===== config.mk =====
export PLATFORM = sky130hd
export DESIGN_NAME = fft_frame_ctrl_flat
export DESIGN_NICKNAME = d
export VERILOG_FILES = /design/src/rtl/fft_frame_ctrl_if.sv /design/src/rtl/fft_frame_ctrl.sv /design/src/flat_wrapper.sv
export SDC_FILE = /design/constraint.sdc
export NUM_CORES = 1
export LEC_CHECK = 0
export BUFFER_PORTS_ARGS = -buffer_cell sky130_fd_sc_hd__buf_2
export CELL_PAD_IN_SITES_DETAIL_PLACEMENT = 1
export CELL_PAD_IN_SITES_GLOBAL_PLACEMENT = 1
export CORE_UTILIZATION = 35
export CTS_CLUSTER_DIAMETER = 150
export DETAILED_ROUTE_END_ITERATION = 10
export PLACE_DENSITY = 0.69
export SETUP_SLACK_MARGIN = 0.4
export SKIP_CTS_REPAIR_TIMING = 1
export SLEW_MARGIN = 20
export SYNTH_ARGS = -nofsm -noshare
export SYNTH_HDL_FRONTEND = slang
export SYNTH_SLANG_ARGS = --single-unit

===== constraint.sdc =====
create_clock -name iClk -period 2.8 [get_ports iClk]
set_clock_uncertainty 0.15 [all_clocks]
set_input_delay 0.42 -clock iClk [delete_from_list [all_inputs] [get_ports iClk]]
set_output_delay 0.42 -clock iClk [all_outputs]
set_load 0.1 [all_outputs]

===== src/rtl/fft_frame_ctrl_if.sv =====
`timescale 1ns/1ps
// Purpose: sample-source and stage-chain signals of the R2SDF FFT front-end sequencer.
// Latency: none; this is wiring only, and all timing lives in fft_frame_ctrl.
// Backpressure: oReady qualifies iValid, and the chain advances only when oPipe_en is high.
// Ports (signals):
//   iValid, iData_Re, iData_Im, oReady         source -> controller valid/ready bus
//   oPipe_en, oPipe_valid, oPipe_Re, oPipe_Im   controller -> stage 1
//   iPipe_valid                                last stage -> controller output tracker
// Modports: slave = controller view, master = environment (source + stage chain) view.
interface fft_frame_ctrl_if #(
    parameter int DW = 16
);
    logic          iValid;
    logic [DW-1:0] iData_Re;
    logic [DW-1:0] iData_Im;
    logic          oReady;
    logic          oPipe_en;
    logic          oPipe_valid;
    logic [DW-1:0] oPipe_Re;
    logic [DW-1:0] oPipe_Im;
    logic          iPipe_valid;

    modport slave (
        input  iValid, iData_Re, iData_Im, iPipe_valid,
        output oReady, oPipe_en, oPipe_valid, oPipe_Re, oPipe_Im
    );

    modport master (
        output iValid, iData_Re, iData_Im, iPipe_valid,
        input  oReady, oPipe_en, oPipe_valid, oPipe_Re, oPipe_Im
    );
endinterface


===== src/rtl/fft_frame_ctrl.sv =====
`timescale 1ns/1ps
// Purpose: front-end sequencer for the R2SDF FFT chain: loads frames, flushes the delay lines, and tracks output frames.
// Latency: an accepted sample appears on oPipe_* 1 cycle later; oOut_sop/eop/idx are combinational with iPipe_valid.
// Backpressure: oReady is high in IDLE/LOAD and low in FLUSH; with no transfer in LOAD the chain is stalled (oPipe_en=0).
// Ports:
//   iClk, Rst            clock (rising edge), asynchronous active-high reset
//   bus (slave)          iValid/iData_Re/iData_Im/oReady source side; oPipe_* to stage 1; iPipe_valid from last stage
//   oOut_idx             index of the current chain output (bit-reversed when FFT_CTRL_BITREV_EN is defined)
//   oOut_sop, oOut_eop   first / last output of a frame
//   oBusy                FSM not IDLE
//   oFrame_cnt           completed output frames (wraps)
//   oFlush_err           sticky flush watchdog expiry, cleared only by Rst
// Build option: define FFT_CTRL_BITREV_EN to report natural-order bin indices on oOut_idx.
module fft_frame_ctrl #(
    parameter int LOG2N    = 8,
    parameter int DW       = 16,
    parameter int FLUSH_MX = 512
) (
    input  logic             iClk,
    input  logic             Rst,
    fft_frame_ctrl_if.slave  bus,
    output logic [LOG2N-1:0] oOut_idx,
    output logic             oOut_sop,
    output logic             oOut_eop,
    output logic             oBusy,
    output logic [15:0]      oFrame_cnt,
    output logic             oFlush_err
);
    localparam int FW = $clog2(FLUSH_MX) + 1;

    localparam logic [1:0] S_IDLE  = 2'd0;
    localparam logic [1:0] S_LOAD  = 2'd1;
    localparam logic [1:0] S_FLUSH = 2'd2;

    logic [1:0]       r_state;
    logic [1:0]       w_state_nxt;
    logic [LOG2N-1:0] r_in_cnt;
    logic [FW-1:0]    r_flush_cnt;
    logic [7:0]       r_frm_issued;
    logic [7:0]       r_frm_done;
    logic [LOG2N-1:0] r_out_idx;
    logic [15:0]      r_frame_cnt;
    logic             r_flush_err;
    logic             r_pipe_en;
    logic             r_pipe_valid;
    logic [DW-1:0]    r_pipe_re;
    logic [DW-1:0]    r_pipe_im;

    logic w_ready;
    logic w_xfer;
    logic w_last_in;
    logic w_sop;
    logic w_eop;
    logic w_out_done;
    logic w_wdog;

    assign w_ready   = (r_state != S_FLUSH);
    assign w_xfer    = bus.iValid & w_ready;
    // The last sample of an input frame is being accepted this cycle.
    assign w_last_in = (r_state == S_LOAD) && w_xfer && (r_in_cnt == '1);

    assign w_sop      = bus.iPipe_valid && (r_out_idx == '0);
    assign w_eop      = bus.iPipe_valid && (r_out_idx == '1);
    // This eop closes the last issued frame, so the chain is fully drained.
    assign w_out_done = w_eop && ((r_frm_done + 8'd1) == r_frm_issued);
    assign w_wdog     = (r_state == S_FLUSH) && (r_flush_cnt == FW'(FLUSH_MX - 1));

    always_comb begin
        w_state_nxt = r_state;
        case (r_state)
            S_IDLE:  if (w_xfer) w_state_nxt = S_LOAD;
            // in_cnt is 0 in LOAD only on the cycle after a frame completed.
            S_LOAD:  if ((r_in_cnt == '0) && !w_xfer) w_state_nxt = S_FLUSH;
            S_FLUSH: if (w_out_done || w_wdog) w_state_nxt = S_IDLE;
            default: w_state_nxt = S_IDLE;
        endcase
    end

    always_ff @(posedge iClk or posedge Rst) begin
        if (Rst) begin
            r_state      <= S_IDLE;
            r_in_cnt     <= '0;
            r_flush_cnt  <= '0;
            r_frm_issued <= '0;
            r_frm_done   <= '0;
            r_out_idx    <= '0;
            r_frame_cnt  <= '0;
            r_flush_err  <= 1'b0;
            r_pipe_en    <= 1'b0;
            r_pipe_valid <= 1'b0;
            r_pipe_re    <= '0;
            r_pipe_im    <= '0;
        end else begin
            r_state <= w_state_nxt;

            // in_cnt is always 0 in IDLE, so the first accept in IDLE yields 1 as well.
            if (w_xfer) r_in_cnt <= r_in_cnt + 1'b1;

            if (r_state == S_FLUSH) r_flush_cnt <= r_flush_cnt + 1'b1;
            else                    r_flush_cnt <= '0;

            if (w_last_in) r_frm_issued <= r_frm_issued + 8'd1;

            // On watchdog expiry, outstanding frames are abandoned. The counters are
            // realigned so that the next flush can still detect its own final eop.
            if (w_wdog)     r_frm_done <= r_frm_issued;
            else if (w_eop) r_frm_done <= r_frm_done + 8'd1;

            if (w_wdog) r_flush_err <= 1'b1;

            if (bus.iPipe_valid) r_out_idx   <= r_out_idx + 1'b1;
            if (w_eop)           r_frame_cnt <= r_frame_cnt + 16'd1;

            // FLUSH clocks zeros through the chain so the delay buffers drain.
            r_pipe_en    <= w_xfer || (r_state == S_FLUSH);
            r_pipe_valid <= w_xfer;
            r_pipe_re    <= w_xfer ? bus.iData_Re : '0;
            r_pipe_im    <= w_xfer ? bus.iData_Im : '0;
        end
    end

    assign bus.oReady      = w_ready;
    assign bus.oPipe_en    = r_pipe_en;
    assign bus.oPipe_valid = r_pipe_valid;
    assign bus.oPipe_Re    = r_pipe_re;
    assign bus.oPipe_Im    = r_pipe_im;

    assign oOut_sop   = w_sop;
    assign oOut_eop   = w_eop;
    assign oBusy      = (r_state != S_IDLE);
    assign oFrame_cnt = r_frame_cnt;
    assign oFlush_err = r_flush_err;

`ifdef FFT_CTRL_BITREV_EN
    // R2SDF emits bins in bit-reversed order; reversing the arrival index gives the natural bin.
    genvar g;
    for (g = 0; g < LOG2N; g++) begin : g_rev
        assign oOut_idx[g] = r_out_idx[LOG2N-1-g];
    end
`else
    assign oOut_idx = r_out_idx;
`endif

endmodule


===== src/flat_wrapper.sv =====
// flat-port wrapper written by rule: the top's interface ports become plain ports
module fft_frame_ctrl_flat 
#(
    parameter int LOG2N    = 8,
    parameter int DW       = 16,
    parameter int FLUSH_MX = 512
)
  (iClk, Rst, oOut_idx, oOut_sop, oOut_eop, oBusy, oFrame_cnt, oFlush_err, bus_iValid, bus_iData_Re, bus_iData_Im, bus_iPipe_valid, bus_oReady, bus_oPipe_en, bus_oPipe_valid, bus_oPipe_Re, bus_oPipe_Im);
  fft_frame_ctrl_if #(.DW(DW)) bus_i ();
  input  logic iClk;
  input  logic Rst;
  output logic [LOG2N-1:0] oOut_idx;
  output logic oOut_sop;
  output logic oOut_eop;
  output logic oBusy;
  output logic [15:0] oFrame_cnt;
  output logic oFlush_err;
  input wire logic [$bits(bus_i.iValid)-1:0] bus_iValid;
  input wire logic [$bits(bus_i.iData_Re)-1:0] bus_iData_Re;
  input wire logic [$bits(bus_i.iData_Im)-1:0] bus_iData_Im;
  input wire logic [$bits(bus_i.iPipe_valid)-1:0] bus_iPipe_valid;
  output wire logic [$bits(bus_i.oReady)-1:0] bus_oReady;
  output wire logic [$bits(bus_i.oPipe_en)-1:0] bus_oPipe_en;
  output wire logic [$bits(bus_i.oPipe_valid)-1:0] bus_oPipe_valid;
  output wire logic [$bits(bus_i.oPipe_Re)-1:0] bus_oPipe_Re;
  output wire logic [$bits(bus_i.oPipe_Im)-1:0] bus_oPipe_Im;
  assign bus_i.iValid = bus_iValid;
  assign bus_i.iData_Re = bus_iData_Re;
  assign bus_i.iData_Im = bus_iData_Im;
  assign bus_i.iPipe_valid = bus_iPipe_valid;
  assign bus_oReady = bus_i.oReady;
  assign bus_oPipe_en = bus_i.oPipe_en;
  assign bus_oPipe_valid = bus_i.oPipe_valid;
  assign bus_oPipe_Re = bus_i.oPipe_Re;
  assign bus_oPipe_Im = bus_i.oPipe_Im;
  fft_frame_ctrl #(.LOG2N(LOG2N), .DW(DW), .FLUSH_MX(FLUSH_MX)) u_core (.iClk(iClk), .Rst(Rst), .bus(bus_i), .oOut_idx(oOut_idx), .oOut_sop(oOut_sop), .oOut_eop(oOut_eop), .oBusy(oBusy), .oFrame_cnt(oFrame_cnt), .oFlush_err(oFlush_err));
endmodule

==> qor.txt, run 1 <==
Number of global-route vias before repair: 3273
Via Count: 3041
Xor and xnor area share after synthesis: 12.1%
Cells after DPL: 604
Final Wtd Congestion: 0.791
DP HPWL: 6780 um
HP Class: input pin to flip-flop
Clock root cell: clkbuf_16
Comb pwr share: 26.7%
Die Ht: 111 um
Final setup fails: 0
Most frequent cells in the layout: 96 x buf_2, 87 x dfrtp_1, 38 x nand2_1, 37 x xnor2_1, 36 x and3_1
DRT iter0 DRCs: 132
Routed vias/inst: 4.90
Period Utilization, post-route: 83.2%
Setup TNS: 0 ns
Sw Pwr: 1.49 mW
CTS buffer count: 9
P per Cell Area: 766 nW/um2
Clock power share: 31.4%
Synth Area in Adders: 2.42%
Setup Slack @ Placement: 0.612 ns
Leak: 2.60 nW
Switching Share: 37.6%
Share of the synthesized area in the top cell type: 57.4%
Non-filler cells, final: 620
Run status: complete, no violations
Residual DRC count: 0
ANT cells: 0
Post-Synth Simple-Gate Area: 21.7%
Initial antenna violation count: 0
Boundary pin count: 99
Maxcap violations: 0
Sequential power share: 41.9%
Worst IR Drop VDD: 0.000998 V
Initial Utilization: 36.1%
Buffers on Ports: 98
RR Endpoint: u_core.oFrame_cnt[7]$_DFFE_PP0P_
Synth Cell Area: 4140 um2
Final worst slack: 0.469 ns
Synthesis warning total: 0
FF+latch count, synth: 95
Final wirelength: 9410 um
GRT Total Usage: 16.5%
Final Hold Viols: 0
Overall power: 3.97 mW
Post-synth EDFFs: 0
Syn Area/Cell: 11.1 um2
Worst Setup SP: u_core.oOut_idx[2]$_DFFE_PP0P_
Post-route ant nets: 0
Die Area: 12300 um2
Crit-path max FO: 5
CTS tree: yes
Die extent in x: 111 um
Slew @ Worst Pin: 0.490 ns
Main flop type after synthesis: dfrtp_1
DRT Pass-1 Iters: 4
Clock-pin slew of the registers on the worst-case setup and hold paths: 0.07 ns
R2r worst-path depth: 6
Slew headroom: 67.3%
Mux contribution to synthesized area: 0.514%
Internal: 2.48 mW
First-pass GRT wire length: 16200 um
Synth Net Count: 416
Area grow syn2layout: 25.4%
Pins Over Slew Limit: 0
H-tree Lvls: 3
Fmax: 429 MHz
Setup slack, reg-to-reg: 0.74 ns
Largest cells by area after synthesis: dfrtp_1 57%, xnor2_1 7.8%, and3_1 5.4%
Routed WL per cell: 15.2 um
Endpoint class of the critical path: output port
Commonest non-fill, non-tap cell in the layout: buf_2
Layout cells sized above 1: 29.4%
Core Area: 11500 um2
Row count: 39
Reg-to-reg startpoint: u_core.oOut_idx[0]$_DFFE_PP0P_
Critical path startpoint category: flip-flop
Crit Path Category: flip-flop to output port
GR Overflow Total: 0
Compound-Gate Fraction of Synth Area: 3.63%
WP data arrival: 1.76 ns
Asr flop ratio synth: 100%
Largest net degree at the start of global routing: 55
Post-synth top area cell: dfrtp_1
Post-synth cell types: 38
Max clock buf depth: 2
Largest family of logic cells by synthesized area: simple AND/OR/NAND/NOR gates
Final core utilization: 45.3%
Dpl cell area: 4860 um2
RSZ-0062 raised after global routing: no
Fin area: 5190 um2
Clk Latency, worst-skew pair: 0.34 ns
CP endpoint: oOut_sop
Tmin final: 2.33 ns
Mapped Cells: 372
Final hold slack: 0.160 ns
Final net count: 517
Sequential area share after synthesis: 57.4%
Worst EP required: 2.23 ns
Number of clock sinks: 95
[Yosys cell counts (3+ instances only)]
library cell,number
nor2_1,24
nand3_1,17
xor2_1,20
nand2b_1,5
clkbuf_1,10
nor3_1,6
or3_1,5
nand2_1,38
xnor2_1,37
a21oi_1,5
and3_1,36
nand4_1,13
inv_1,8
o21ai_0,14
ha_1,8
and4_1,3
dfrtp_1,95
[layout make-up]
type / instances / area [um2]
Fill cell: 1303 / 6280
Sequential cell: 95 / 2390
Multi-Input combinational cell: 255 / 1710
Timing Repair Buffer: 104 / 572
Clock buffer: 11 / 253
Tap cell: 143 / 179
Clock inverter: 4 / 53.8
Inverter: 8 / 33.8
[worst min path at each step]
| stage | from | endpoint | slack, ns | cells after the start |
|---|---|---|---|---|
| floorplan | u_core.r_state[1]$_DFFE_PP0P_ | u_core.r_state[0]$_DFFE_PP0P_ | 0.30 | 1 |
| global placement | u_core.oFrame_cnt[15]$_DFFE_PP0P_ | u_core.oFrame_cnt[15]$_DFFE_PP0P_ | 0.31 | 1 |
| detailed placement | u_core.oFrame_cnt[15]$_DFFE_PP0P_ | u_core.oFrame_cnt[15]$_DFFE_PP0P_ | 0.32 | 1 |
| CTS | Rst | u_core.r_in_cnt[2]$_DFFE_PP0P_ | -0.05 | 2 |
| global route | bus_iData_Im[14] | u_core.bus.oPipe_Im[14]$_DFF_PP0_ | 0.15 | 2 |
| finish | bus_iData_Im[14] | u_core.bus.oPipe_Im[14]$_DFF_PP0_ | 0.16 | 2 |
[power by group through the flow]
stage | Clock [mW] | Combinational, mW | Sequential (mW)
after floorplan | 0 | 0.324 | 2.20
after global placement | 0 | 1.04 | 1.67
after detailed placement | 0 | 1.06 | 1.69
after CTS | 1.30 | 1.07 | 1.66
after global routing | 1.34 | 1.13 | 1.69
final | 1.25 | 1.06 | 1.66
[critical path, stage by stage, from the launching register on]
cell and delay [ns]:
dfrtp_2 0.45, or4_4 0.56, nor4_4 0.16, buf_6 0.26
[logic make-up after synthesis]
family                   after synthesis
AO/OA/AOI/OAI                         27
XOR/XNOR                              57
adder cells (fa/ha/maj)                8
buffers and inverters                 22
flip-flops                            95
multiplexers                           2
AND/OR/NAND/NOR                      161
[registers in the layout (all words and copies together), names as in the netlist]
name                    flops
u_core.r_frm_issued         8
u_core.oFlush_err           1
u_core.oOut_idx             8
u_core.oFrame_cnt          16
u_core.r_in_cnt             8
u_core.bus.oPipe_Im        16
u_core.r_frm_done           8
u_core.r_state              2
u_core.bus.oPipe_en         1
u_core.bus.oPipe_valid      1
u_core.r_flush_cnt         10
u_core.bus.oPipe_Re        16
[routing by layer]
| layer | track usage (%) | part of all wire (%) |
|---|---|---|
| met4 | 6.67 | 1.7 |
| met3 | 3.23 | 2.9 |
| met2 | 27.7 | 50 |
| met1 | 20.8 | 45 |
| met5 | 0 | 0 |
Note: power is estimated with default switching activity, not from simulation.
==> inputs of run 2 (changes only) <==
clock period = 2.12 ns   (was 2.8 ns; I/O delays follow)
==> qor.txt, run 2 (synthesized netlist as in run 1, its figures left out) <==
Final net count: 550
Boundary pin count: 99
Number of global-route vias before repair: 3278
Setup Slack @ Placement: 0.111 ns
Worst Path Buf+Inv: 1
Final worst slack: -0.149 ns
CTS buffer count: 9
CP cell instances: or4_4, nor4_4, buf_12
Layout cells sized above 1: 44.0%
Endpoint class of the critical path: output port
Clock-pin slew of the registers on the worst-case setup and hold paths: 0.06 ns
Fin area: 5830 um2
Final core utilization: 50.8%
WP data arrival: 1.80 ns
Clk Latency, worst-skew pair: 0.34 ns
Area grow syn2layout: 40.8%
GR Overflow Total: 0
GRT Total Usage: 16.0%
Initial antenna violation count: 0
Setup TNS: -0.149 ns
First-pass GRT wire length: 16000 um
Worst path top cell family by delay: simple AND/OR/NAND/NOR gates
Residual DRC count: 0
Clock root cell: clkbuf_16
Final Hold Viols: 0
Leak: 2.93 nW
Number of clock sinks: 95
Final wirelength: 9950 um
RSZ-0062 raised after global routing: yes
Via Count: 3231
Run status: complete, but fails checks
DP HPWL: 6620 um
Post-route ant nets: 0
Final Wtd Congestion: 0.773
Slew @ Worst Pin: 0.627 ns
CTS tree: yes
Failing checks: setup timing
ANT cells: 0
HP Class: input pin to flip-flop
Die Ht: 111 um
Maxcap violations: 0
Fmax: 441 MHz
Crit Path Category: flip-flop to output port
Critical path startpoint category: flip-flop
Tmin final: 2.27 ns
Pins Over Slew Limit: 0
Worst EP required: 1.65 ns
Initial Utilization: 36.1%
Max stage delay on crit path: 0.53 ns
Die extent in x: 111 um
Core Area: 11500 um2
Row count: 39
Buffers on Ports: 98
Largest net degree at the start of global routing: 41
Routed WL per cell: 15.2 um
Final hold slack: 0.0623 ns
Die Area: 12300 um2
Period Utilization, post-route: 107%
Slew headroom: 58.1%
Most frequent cells in the layout: 85 x buf_2, 79 x dfrtp_1, 35 x and3_1, 29 x nand2_1, 26 x xnor2_1
Final setup fails: 1
DRT Pass-1 Iters: 4
Dpl cell area: 4990 um2
Commonest non-fill, non-tap cell in the layout: buf_2
DRT iter0 DRCs: 116
Crit-path max FO: 5
Max clock buf depth: 2
Critical-path top delay cell: or4_4
P per Cell Area: 901 nW/um2
H-tree Lvls: 3
Routed vias/inst: 4.94
Worst IR Drop VDD: 0.00126 V
run 2: cell types whose count changed in the layout (fill, tap and decap cells not counted), sizes merged:
cell / change
buf: +25
bufinv: -1
clkbuf: +8
clkinv: +2
run 2: path summary, 6_finish.rpt:
check	startpoint	to	slack, ns	depth (start not counted)
worst max-delay path	u_core.oOut_idx[3]$_DFFE_PP0P_	oOut_sop	-0.15	3
worst min-delay path	bus_iData_Re[2]	u_core.bus.oPipe_Re[2]$_DFF_PP0_	0.06	2
worst max register to register	u_core.oOut_idx[0]$_DFFE_PP0P_	u_core.oFrame_cnt[14]$_DFFE_PP0P_	0.13	9
worst min register to register	u_core.oFrame_cnt[15]$_DFFE_PP0P_	u_core.oFrame_cnt[15]$_DFFE_PP0P_	0.32	1
max in group asynchronous	Rst	u_core.r_frm_issued[5]$_DFFE_PP0P_	0.72	4
min in group asynchronous	Rst	u_core.r_state[1]$_DFFE_PP0P_	0.45	3
run 2: power by group:
group	switching (mW)	internal [mW]
clock	0.676	0.796
combinational	1.16	0.433
sequential	0.194	2.00
total	2.03	3.23
run 2: final cells by class:
type / count / area, um2
timing repair buffer: 137 / 957
fill: 1235 / 5640
multi-input combinational: 255 / 1990
sequential: 95 / 2400
clock inverter: 5 / 33.8
inverter: 8 / 33.8
clock buffer: 11 / 233
tap: 143 / 179
run 2: metal layers:
| layer | wire, um | track usage, % | share of wire (%) | up-vias |
|---|---|---|---|---|
| li1 | - | - | - | 1537 |
| met1 | 4290 | 20.1 | 43 | 1619 |
| met2 | 5130 | 26.7 | 52 | 64 |
| met3 | 401 | 4.59 | 4.0 | 11 |
| met4 | 125 | 4.80 | 1.3 | 0 |
| met5 | 0 | 0 | 0 | - |
run 2: worst reg2reg max path: cells and delay by family (launching register included):
family | cells | cell delay (ns)
flops | 1 | 0.41
buf+inv | 3 | 0.43
fa+ha+maj | 1 | 0.16
xor+xnor | 1 | 0.12
simple gates | 4 | 0.60
run 2: stage by stage:
step / power (mW) / std cells
3_3_place_gp: 3.61 / 610
6_report: 5.25 / 654
5_1_grt: 5.49 / 654
4_1_cts: 5.14 / 626
3_5_place_dp: 3.65 / 610
2_1_floorplan: 3.34 / 372
